$ cat config.mk
export PLATFORM = sky130hd
export DESIGN_NAME = sc_livescontrol
export DESIGN_NICKNAME = d
export VERILOG_FILES = /design/src/rtl/sc_livescontrol.sv
export SDC_FILE = /design/constraint.sdc
export NUM_CORES = 1
export LEC_CHECK = 0
export CAP_MARGIN = 30
export CORE_UTILIZATION = 65
export DETAILED_ROUTE_END_ITERATION = 8
export DONT_BUFFER_PORTS = 1
export GPL_ROUTABILITY_DRIVEN = 0
export PLACE_DENSITY = 0.9
export SLEW_MARGIN = 10
export SYNTH_ARGS = -nofsm -noshare
export SYNTH_HDL_FRONTEND = slang
export SYNTH_SLANG_ARGS = --single-unit
$ cat constraint.sdc
create_clock -name SC_LIVESCONTROL_CLOCK_50 -period 3.8 [get_ports SC_LIVESCONTROL_CLOCK_50]
set_input_delay 0.76 -clock SC_LIVESCONTROL_CLOCK_50 [delete_from_list [all_inputs] [get_ports SC_LIVESCONTROL_CLOCK_50]]
set_output_delay 0.76 -clock SC_LIVESCONTROL_CLOCK_50 [all_outputs]
set_load 0.005 [all_outputs]
$ cat src/rtl/sc_livescontrol.sv
// -----------------------------------------------------------------------------
// sc_livescontrol
//
// Game-state and lives controller. It sits directly after the collision
// comparator. It confirms collisions, counts down lives and freezes the
// playfield for a while after each hit. It pulses a frog respawn and reports
// game-over or win.
//
// Optional build macro: SC_LIVESCONTROL_EXTRALIFE_EN
//   When it is defined, a restart from WIN carries the lives over and adds one
//   bonus life, saturating at 2^LIVES_WIDTH-1. Restarts from IDLE or GAMEOVER
//   always load LIVES_INIT.
//   When it is undefined, every restart loads LIVES_INIT.
//
// Ports:
//   SC_LIVESCONTROL_CLOCK_50          in   system clock
//   SC_LIVESCONTROL_RESET_InHigh      in   synchronous active-high reset
//   SC_LIVESCONTROL_lose_InLow        in   collision flag, 0 = collision
//   SC_LIVESCONTROL_win_InHigh        in   frog reached goal row
//   SC_LIVESCONTROL_start_InLow       in   debounced start button, 0 = pressed
//   SC_LIVESCONTROL_lives_Out         out  remaining lives
//   SC_LIVESCONTROL_respawn_OutHigh   out  one-cycle frog reload pulse
//   SC_LIVESCONTROL_freeze_OutHigh    out  hold frog and traffic motion
//   SC_LIVESCONTROL_gameover_OutHigh  out  level: game lost
//   SC_LIVESCONTROL_win_OutHigh       out  level: game won
//
// All outputs are registers. They are loaded from the next-state decode, so
// they change on the same edge as the state and no input reaches an output
// combinationally.
// -----------------------------------------------------------------------------
module sc_livescontrol #(
  parameter int LIVES_INIT  = 3,
  parameter int LIVES_WIDTH = 2,
  parameter int CONFIRM     = 2,
  parameter int HIT_HOLD    = 25000000,
  parameter int HOLD_WIDTH  = 25
) (
  input  logic                   SC_LIVESCONTROL_CLOCK_50,
  input  logic                   SC_LIVESCONTROL_RESET_InHigh,
  input  logic                   SC_LIVESCONTROL_lose_InLow,
  input  logic                   SC_LIVESCONTROL_win_InHigh,
  input  logic                   SC_LIVESCONTROL_start_InLow,
  output logic [LIVES_WIDTH-1:0] SC_LIVESCONTROL_lives_Out,
  output logic                   SC_LIVESCONTROL_respawn_OutHigh,
  output logic                   SC_LIVESCONTROL_freeze_OutHigh,
  output logic                   SC_LIVESCONTROL_gameover_OutHigh,
  output logic                   SC_LIVESCONTROL_win_OutHigh
);

  localparam logic [2:0] IDLE     = 3'd0;
  localparam logic [2:0] RESPAWN  = 3'd1;
  localparam logic [2:0] PLAY     = 3'd2;
  localparam logic [2:0] HIT      = 3'd3;
  localparam logic [2:0] GAMEOVER = 3'd4;
  localparam logic [2:0] WIN      = 3'd5;

  // The confirm counter only has to reach CONFIRM-1.
  localparam int CONF_WIDTH = (CONFIRM > 1) ? $clog2(CONFIRM) : 1;

  localparam logic [LIVES_WIDTH-1:0] LIVES_LOAD = LIVES_WIDTH'(LIVES_INIT);
  localparam logic [LIVES_WIDTH-1:0] LIVES_ONE  = LIVES_WIDTH'(1);
  localparam logic [CONF_WIDTH-1:0]  CONF_LAST  = CONF_WIDTH'(CONFIRM - 1);
  localparam logic [CONF_WIDTH-1:0]  CONF_ONE   = CONF_WIDTH'(1);
  localparam logic [HOLD_WIDTH-1:0]  HOLD_LAST  = HOLD_WIDTH'((HIT_HOLD > 0) ? HIT_HOLD - 1 : 0);
  localparam logic [HOLD_WIDTH-1:0]  HOLD_ONE   = HOLD_WIDTH'(1);
`ifdef SC_LIVESCONTROL_EXTRALIFE_EN
  localparam logic [LIVES_WIDTH-1:0] LIVES_MAX  = '1;
`endif

  logic [2:0]             stateReg, stateNext;
  logic [LIVES_WIDTH-1:0] livesReg, livesNext;
  logic [CONF_WIDTH-1:0]  confirmReg, confirmNext;
  logic [HOLD_WIDTH-1:0]  holdReg, holdNext;
  logic                   respawnReg, freezeReg, gameoverReg, winReg;

  always_comb begin
    stateNext   = stateReg;
    livesNext   = livesReg;
    confirmNext = '0;            // held at zero everywhere except PLAY
    holdNext    = '0;            // only HIT advances the hold counter
    case (stateReg)
      IDLE: begin
        if (!SC_LIVESCONTROL_start_InLow) begin
          stateNext = RESPAWN;
          livesNext = LIVES_LOAD;
        end
      end
      RESPAWN: begin
        stateNext = PLAY;
      end
      PLAY: begin
        // A win beats a collision that is confirmed in the same cycle.
        if (SC_LIVESCONTROL_win_InHigh) begin
          stateNext = WIN;
        end else if (!SC_LIVESCONTROL_lose_InLow) begin
          if (confirmReg == CONF_LAST) begin
            stateNext = HIT;
            livesNext = (livesReg != '0) ? (livesReg - LIVES_ONE) : '0;
          end else begin
            confirmNext = confirmReg + CONF_ONE;
          end
        end
      end
      HIT: begin
        if (holdReg == HOLD_LAST) begin
          stateNext = (livesReg == '0) ? GAMEOVER : RESPAWN;
        end else begin
          holdNext = holdReg + HOLD_ONE;
        end
      end
      GAMEOVER: begin
        if (!SC_LIVESCONTROL_start_InLow) begin
          stateNext = RESPAWN;
          livesNext = LIVES_LOAD;
        end
      end
      WIN: begin
        if (!SC_LIVESCONTROL_start_InLow) begin
          stateNext = RESPAWN;
`ifdef SC_LIVESCONTROL_EXTRALIFE_EN
          livesNext = (livesReg == LIVES_MAX) ? livesReg : (livesReg + LIVES_ONE);
`else
          livesNext = LIVES_LOAD;
`endif
        end
      end
      default: begin
        stateNext = IDLE;
        livesNext = LIVES_LOAD;
      end
    endcase
  end

  always_ff @(posedge SC_LIVESCONTROL_CLOCK_50) begin
    if (SC_LIVESCONTROL_RESET_InHigh) begin
      stateReg    <= IDLE;
      livesReg    <= LIVES_LOAD;
      confirmReg  <= '0;
      holdReg     <= '0;
      respawnReg  <= 1'b0;
      freezeReg   <= 1'b1;
      gameoverReg <= 1'b0;
      winReg      <= 1'b0;
    end else begin
      stateReg    <= stateNext;
      livesReg    <= livesNext;
      confirmReg  <= confirmNext;
      holdReg     <= holdNext;
      respawnReg  <= (stateNext == RESPAWN);
      freezeReg   <= (stateNext != PLAY);
      gameoverReg <= (stateNext == GAMEOVER);
      winReg      <= (stateNext == WIN);
    end
  end

  assign SC_LIVESCONTROL_lives_Out        = livesReg;
  assign SC_LIVESCONTROL_respawn_OutHigh  = respawnReg;
  assign SC_LIVESCONTROL_freeze_OutHigh   = freezeReg;
  assign SC_LIVESCONTROL_gameover_OutHigh = gameoverReg;
  assign SC_LIVESCONTROL_win_OutHigh      = winReg;

endmodule

==> results.py <==
metrics = {
    "status": {
        "status": "completed",
    },
    "layout": {
        "antennaDiodeCount": 0,
        "final_area_mm2": 0.00191,
        "layout_commonest_cell": "dfxtp_1",
        "layout_common_cells": "35 x dfxtp_1, 17 x nor3_1, 15 x nand2_1",
        "stdcell_count": 231,
        "synthToLayoutAreaGrowth_pct": 7.07,
        "nets": 206,
        "drive_gt1_share_pct": 11.9,
    },
    "critical_path": {
        "rrSetupSlack_ns": 1.41,
        "r2r_start": "holdReg[0]",
        "slowest_delay_ns": 0.73,
        "crit_end": "holdReg[24]",
        "cp-start-kind": "flip-flop",
        "rr_worst_depth": 5,
        "worst-setup-path-type": "flip-flop to flip-flop",
        "critPathRequiredTime_ns": 4.07,
        "cp_data_arrival_time_ns": 2.66,
        "crit_path_cell_trace": "ha_1, nand3_4, or4_1, or4_4, a211oi_2",
        "cp-startpoint": "holdReg[0]",
        "critPathCaptureType": "flip-flop",
        "crit_slowest_cell": "or4_1",
        "r2r-end": "holdReg[24]",
        "cp_max_fo": 10,
    },
    "clocking": {
        "post_cts_buffers": 0,
        "clockBufferDepth": 2,
        "ctsHtreeMaxLevel": 2,
        "root_buffer": "clkbuf_4",
        "cts_repair_resize_count": 0,
        "numClockSinks": 35,
        "path_clk_slew_ns": 0.11,
        "hold_buffers": 0,
        "cts_tree": "built",
        "cts_buffers": 5,
        "clk_latency_ns": 0.34,
    },
    "logic_synthesis": {
        "postSynthAreaPerCell_um2": 8.93,
        "async_reset_ff_share_pct": 0,
        "ys_types": 49,
        "synth_area_mm2": 0.00179,
        "synthCells": 200,
        "ys_ff_latch": 35,
        "ys.flop_type": "dfxtp_1",
        "synth_top_area_cell": "dfxtp_1",
        "ys_seq_area_share_pct": 39.2,
        "synthTopCellsByArea": "dfxtp_1 39%, nor3_1 4.8%, a211oi_1 3.8%",
        "yosys_warnings": 0,
        "synth-edff-count": 0,
        "synth_top_area_share_pct": 39.2,
        "syn_nets": 206,
    },
    "sta": {
        "worst_pin_slew_ns": 0.611,
        "setup_violations": 0,
        "tns_ns": 0,
        "hold_viol": 0,
        "fin_crit_ns": 2.39,
        "rsz0062_at_grt": "false",
        "final_max_slew_viol_count": 0,
        "fin_crit_sh_pct": 62.8,
        "fmax_mhz": 419,
        "slew-limit-headroom_pct": 58.9,
        "skew_ns": 0.0127,
    },
    "pwr": {
        "power.leakage_nw": 0.556,
        "total_power_mw": 0.738,
        "power.density_mw_per_mm2": 386,
        "vdd_drop_max_mv": 0.445,
    },
    "hold_path": {
        "hold_path.class": "input pin to flip-flop",
    },
    "floorplanning": {
        "die_height_um": 54.4,
        "core_mm2": 0.00254,
        "pin_count": 11,
        "die-area_mm2": 0.00296,
        "rows": 18,
        "fp.dieW_um": 54.4,
        "start_util_pct": 70.2,
    },
    "global_route": {
        "grt_pass1_wl_um": 5400,
        "grt_pass1_vias": 1263,
        "antenna_found_initial": 0,
        "grt_overflow_total": 0,
        "grt_max_degree": 29,
        "grt_util_all_layers_pct": 25.6,
    },
    "routing": {
        "wl_per_cell_um": 16.3,
        "drtAntennaViolNets": 0,
        "drt_first_pass_iters": 4,
        "drc": 0,
        "via_count": 1565,
        "wirelength_um": 3760,
        "drt_iter0_drc": 77,
        "viasPerCell": 6.77,
    },
    "placed_design": {
        "place_area_mm2": 0.00180,
        "io_buffers": 0,
        "dp.cells": 222,
        "dpl.hpwl_um": 2600,
    },
    "run": {
        "cap_violations": 0,
    },
}
logic make-up (layout without fill, tap and decap cells):
| logic type | Yosys count | in the layout | share of synthesized area (%) |
|---|---|---|---|
| and+or+nand+nor | 94 | 94 | 32.8 |
| AOI/OAI and AO/OA | 42 | 42 | 17.2 |
| DFF | 35 | 35 | 39.2 |
| buffers and inverters | 15 | 16 | 3.57 |
| xor gates and xnor gates | 12 | 12 | 5.88 |
| adders and majority gates | 1 | 1 | 0.700 |
| muxes | 1 | 1 | 0.560 |
report_power, final:
part	switching, mW	total (mW)	internal, mW	leakage, nW
sequential	0.0166	0.396	0.379	0.283
clock	0.126	0.281	0.156	0.0482
combinational	0.0342	0.0604	0.0261	0.225
total	0.177	0.738	0.561	0.556
worst min path at each step:
stage | from | end | slack [ns] | cells past startpoint
after floorplan | holdReg[21] | holdReg[21] | 0.47 | 2
after global placement | holdReg[0] | holdReg[0] | 0.48 | 1
after detailed placement | holdReg[21] | holdReg[21] | 0.49 | 2
after CTS | SC_LIVESCONTROL_RESET_InHigh | SC_LIVESCONTROL_respawn_OutHigh | 0.50 | 1
after global routing | SC_LIVESCONTROL_RESET_InHigh | SC_LIVESCONTROL_respawn_OutHigh | 0.48 | 1
final | SC_LIVESCONTROL_RESET_InHigh | SC_LIVESCONTROL_respawn_OutHigh | 0.50 | 1
per-layer routing:
layer  up-vias  GRT usage (%)  routed length [um]
met5         -              0                   0
met4         0           9.40                  43
met3         7           5.83                 111
met2        29           43.5                1790
met1       755           31.3                1820
li1        774              -                   -
synth_stat cells (2+ instances only):
cell,n
o211ai_1,2
nand2_1,15
a211oi_1,9
or4_1,8
nor3b_1,4
o21a_1,2
nand4b_1,2
a211oi_2,3
dfxtp_1,35
a221o_1,2
clkbuf_1,8
nor4_1,4
xnor2_1,7
o21ai_0,9
nor3_1,17
o21bai_1,2
nor2_1,5
a21oi_1,4
nand4_1,7
o31ai_1,5
nand3_1,8
and4_1,2
xor2_1,5
and3_1,4
or3b_2,2
inv_1,6
metrics by stage:
stage / worst slack, ns / hold WS [ns] / utilization [%]
after floorplan: 1.62 / 0.469 / -
after detailed placement: 1.41 / 0.493 / 70.7
after global routing: 1.34 / 0.482 / 75.2
after global placement: 1.50 / 0.481 / 70.7
after CTS: 1.39 / 0.498 / 74.1
final: 1.41 / 0.501 / 75.2
critical path: cells and delay by family (launching register included):
family                   cells  cell delay, ns
AO/OA/AOI/OAI                1            0.22
adder cells (fa/ha/maj)      1            0.25
flip-flops                   1            0.40
AND/OR/NAND/NOR              3            1.46
state kept, by name, indices dropped and copies added (netlist names):
signal,flops
SC_LIVESCONTROL_lives_Out,2
stateReg,3
SC_LIVESCONTROL_respawn_OutHigh,1
SC_LIVESCONTROL_win_OutHigh,1
SC_LIVESCONTROL_freeze_OutHigh,1
SC_LIVESCONTROL_gameover_OutHigh,1
holdReg,25
confirmReg,1
final cells by class:
cell class / count / area [um^2]
inverters: 6 / 22.5
clock buffers: 6 / 51.3
flip-flops and latches: 35 / 701
repair buffers: 2 / 35.0
fillers: 201 / 632
well taps: 30 / 37.5
multi-input cells: 150 / 1030
clock inverters: 2 / 35.0
(Power assumes the default switching activity.)
==> variant 1: new RTL, config.mk and constraints unchanged <==
Build with the macro `SC_LIVESCONTROL_EXTRALIFE_EN` defined.
--- a/src/rtl/sc_livescontrol.sv
+++ b/src/rtl/sc_livescontrol.sv
@@ -30,2 +30,4 @@
 // -----------------------------------------------------------------------------
+`define SC_LIVESCONTROL_EXTRALIFE_EN
+
 module sc_livescontrol #(
Function: same outputs for any inputs over 10 cycles, from zero or initial values and one cycle with SC_LIVESCONTROL_RESET_InHigh high; that may be too few to reach the edited logic, so the function may still have changed.
==> variant 1 against the unedited design <==
  * Clock skew rose by 0.0022 ns
  * Cell area shrank 10%
  * Routed wire length shrank 17%
  * Combinational power shrank 40%
  * Setup slack gained 0.19 ns
  * Sequential cell count stayed put
  * Synthesized area is 7.6% lower
  * Power fell by 17%
  * Synthesized cell count shrank 9.0%
  * Critical endpoint is now holdReg[21]
==> variant 1: results (changes against the unedited design) <==
Clock Skew = 0.0149 ns (+0.00220 ns)
Initial antenna violation count = 0 (unchanged)
Met3 Usage GRT = 6.38% (+0.54 points)
Hold Path Stages = 1 (unchanged)
Synth cell types = 39 (-20%)
Worst-path maximum fanout = 25 (+15)
HP Class = input port to flip-flop
Max reg flops = 25 (unchanged)
Largest Register = holdReg
Largest net degree at the start of global routing = 26 (-10%)
NumNets Final = 195 (-5.3%)
Post-synth top cells = 35 x dfxtp_1, 34 x nor2_1, 18 x xor2_1
Vias in the first global route = 1,219 (-3.5%)
Endpoint, Worst Hold = stateReg[1]
DR vias = 1,342 (-14%)
Leak pwr = 0.583 nW (+4.9%)
Port bufs = 0 (unchanged)
Met2 Resource Use GR = 43.7% (+0.17 points)
Ys flop type = dfxtp_1
GRT met1 Usage = 33.5% (+2.3 points)
Share of cells above drive strength 1 = 6.99% (-5.0 points)
R2r setup slk = 1.60 ns (+0.19 ns)
FF-to-FF Start = holdReg[0]
DP Wirelength = 2240 um (-14%)
Peak supply drop = 0.364 mV (-18%)
Startpoint of the worst hold path = SC_LIVESCONTROL_RESET_InHigh
Clock insertion delay at the later pin of the skew report = 0.34 ns (about the same)
Seq/Total Area, Yosys = 42.4% (+3.2 points)
R2R Path End = holdReg[21]
Total CTS buffers = 5 (unchanged)
First-pass GRT wire length = 5400 um (-0.13%)
Final wirelength = 3140 um (-17%)
CP Data Arrival Time = 2.41 ns (-0.25 ns)
Status = finished, final reports clean
Tightest Pin Transition = 0.590 ns (-0.0204 ns)
Drt first pass iters = 4 (unchanged)
Initial DRC Count = 33 (-57%)
Dominant cells by area after synthesis = dfxtp_1 42%, xor2_1 9.5%, nor2_1 7.7%
H-tree depth = 2 (unchanged)
Tot GR Track Use = 27.6% (+2.0 points)
Post-CTS Setup Inserts = 0 (unchanged)
Syn_nets = 192 (-6.8%)
Cells on worst reg2reg path = 6 (+1)
-- variant 1: worst max path at each step --
| stage | startpoint | endpoint | slack, ns | cells past startpoint |
|---|---|---|---|---|
| after floorplan | holdReg[0] | holdReg[13] | 1.90 | 7 |
| after global placement | holdReg[0] | holdReg[2] | 1.74 | 6 |
| after detailed placement | holdReg[0] | holdReg[3] | 1.63 | 6 |
| after CTS | holdReg[0] | holdReg[21] | 1.61 | 6 |
| after global routing | holdReg[0] | holdReg[21] | 1.48 | 6 |
| final | holdReg[0] | holdReg[21] | 1.60 | 6 |
-- variant 1: power breakdown --
group          switching [mW]  leakage, nW  internal (mW)
Combinational          0.0194        0.271         0.0166
Clock                   0.119       0.0293         0.0720
Sequential             0.0122        0.283          0.373
Total                   0.151        0.583          0.462
-- variant 1: cells by family (layout without fill, tap and decap cells) --
family	Yosys count	count (layout)	synth area share (%)
buffers and inverters	8	12	2.27
multiplexers	1	1	0.606
AND/OR/NAND/NOR	94	94	31.2
AO/OA/AOI/OAI	17	17	8.03
flip-flops	35	35	42.4
adder cells (fa/ha/maj)	5	5	3.79
XOR/XNOR	22	22	11.7
-- variant 1: critical path, stage by stage (launching register included) --
cell and delay [ns]:
dfxtp_1 0.39, ha_1 0.24, nand3_2 0.14, or4_4 0.55, or2_4 0.29, nand3_2 0.36
nor2_1 0.10
-- variant 1: layout make-up --
| type | count | area [um2] |
|---|---|---|
| clock buffer | 7 | 45.0 |
| clock inverter | 1 | 5.00 |
| fill | 171 | 583 |
| inverter | 4 | 15.0 |
| multi-input combinational | 139 | 913 |
| sequential | 35 | 701 |
| tap | 28 | 35.0 |
-- variant 1: through the flow --
step	utilization (%)	cell area, um2	hold slack [ns]	cells
3_5_place_dp	72.4	1660	0.462	206
4_1_cts	74.6	1710	0.466	214
2_1_floorplan	-	1650	0.426	182
5_1_grt	74.6	1710	0.459	214
6_report	74.6	1710	0.469	214
3_3_place_gp	72.4	1660	0.438	206
-- variant 1: per-layer routing --
layer / up-vias / routed length [um]
met5: - / 0
met4: 0 / 77
met3: 7 / 132
met2: 38 / 1520
met1: 649 / 1410
li1: 648 / -
==> variant 2: new RTL, same flow settings <==
Without the edit above. Remove the register `gameoverReg`: a continuous assignment takes its place, so the output `SC_LIVESCONTROL_gameover_OutHigh` follows one clock earlier.
--- a/src/rtl/sc_livescontrol.sv
+++ b/src/rtl/sc_livescontrol.sv
@@ -141,3 +141,2 @@
       freezeReg   <= 1'b1;
-      gameoverReg <= 1'b0;
       winReg      <= 1'b0;
@@ -150,3 +149,2 @@
       freezeReg   <= (stateNext != PLAY);
-      gameoverReg <= (stateNext == GAMEOVER);
       winReg      <= (stateNext == WIN);
@@ -154,2 +152,4 @@
   end
+
+  assign gameoverReg = (stateNext == GAMEOVER);
 
Function: same outputs for any inputs over 10 cycles, from zero or initial values and one cycle with SC_LIVESCONTROL_RESET_InHigh high; that may be too few to reach the edited logic, so the function may still have changed.
==> variant 2 against the unedited design <==
  * Non-clock buffer count shrank 2
  * First-iteration DRC count shrank 44%
  * Synthesized area decreased by 11%
  * Cell area decreased by 14%
  * Routed wire length decreased by 18%
  * Critical path type is now flip-flop to primary output
  * Setup slack got worse by 0.31 ns
  * Power decreased by 8.3%
  * Sequential cell count fell by 1
  * Largest power group unchanged
==> variant 2: results (changes against the unedited design) <==
Clock distribution power = 0.256 mW (-8.9%)
Mux share of post-synthesis cell area = 0.712% (+0.15 points)
Count of non-CTS inverters in the layout = 4 (-2)
Max reg flops = 25 (unchanged)
Initial DRC Count = 43 (-44%)
Fin cells = 211 (-8.7%)
Nonclk buf count = 0 (-2)
Vias/cell = 6.00 (-12%)
Seq/Total Area, Yosys = 43.0% (+3.8 points)
Clock Skew = 0.0137 ns (+0.000994 ns)
Compound-Gate Fraction of Synth Area = 5.78% (-11 points)
Clock buffers = 5 (-1)
Placed Instances = 203 (-8.6%)
Tot GR Track Use = 26.6% (+0.94 points)
Vias in the first global route = 1,250 (-1.0%)
Tightest Pin Transition = 0.524 ns (-0.0870 ns)
Finished Core Util = 73.0% (-2.2 points)
Storage element area = 681 um2 (-2.9%)
Post-synth top cells = 34 x dfxtp_1, 34 x nor2_1, 15 x nand2_1
Synth cell types = 40 (-18%)
Dominant cells by area after synthesis = dfxtp_1 43%, nor2_1 8.1%, xor2_1 7.8%
Share of cells above drive strength 1 = 10.4% (-1.6 points)
Total CTS buffers = 5 (unchanged)
Slowest CP cell = dfxtp_1
Gate Count Post-Synth = 181 (-9.5%)
Well Taps = 28 (-6.7%)
Clk pwr share = 37.9% (-0.2 points)
Port bufs = 0 (unchanged)
Adder-Cell Fraction of Synth Area = 0.791% (+0.091 points)
Setup slack at placement = 1.44 ns (+0.0317 ns)
Seq cells post-synth = 34 (-2.9%)
Synth Area in XOR/XNOR = 12.7% (+6.9 points)
HP Class = flip-flop to flip-flop
Filler Cell Count = 162 (-19%)
Crit-path max cell delay = 0.37 ns (-0.36 ns)
Footprint of the multi-input gates = 837 um2 (-19%)
Area after DPL = 1570 um2 (-13%)
Multi-In Gates = 137 (-8.7%)
Peak supply drop = 0.423 mV (-4.9%)
Leak pwr = 0.535 nW (-3.7%)
Worst-path maximum fanout = 4 (-6)
Data buffer area share = 0% (-1.8 points)
Reg clk slew, reported paths = 0.09 ns (-0.02 ns)
Syn_nets = 187 (-9.2%)
Final wirelength = 3070 um (-18%)
DP Wirelength = 2200 um (-15%)
Status = finished, final reports clean
variant 2: changes by cell type in the layout (fill, tap and decap cells not counted), sizes merged, moves of 3 or more:
cell	delta
xor2	+9
o21ai	-5
nor2	+31
and2	+3
o31ai	-5
or4	-8
nor3	-11
a211oi	-11
variant 2: metal layers:
metal / GRT usage [%] / up-vias / share of wire, %
met4: 14.0 / 0 / 2.1
met1: 26.8 / 596 / 42
met2: 49.3 / 37 / 52
met5: 0 / - / 0
li1: - / 623 / -
met3: 6.85 / 9 / 4.3
variant 2: path summary, 6_finish.rpt:
check,start,endpoint,slack (ns),cells after the start
setup reg to reg,holdReg[0],SC_LIVESCONTROL_freeze_OutHigh,1.79,6
hold reg to reg,holdReg[0],holdReg[0],0.46,1
hold / removal,holdReg[0],holdReg[0],0.46,1
setup / recovery,holdReg[0],SC_LIVESCONTROL_gameover_OutHigh,1.10,6
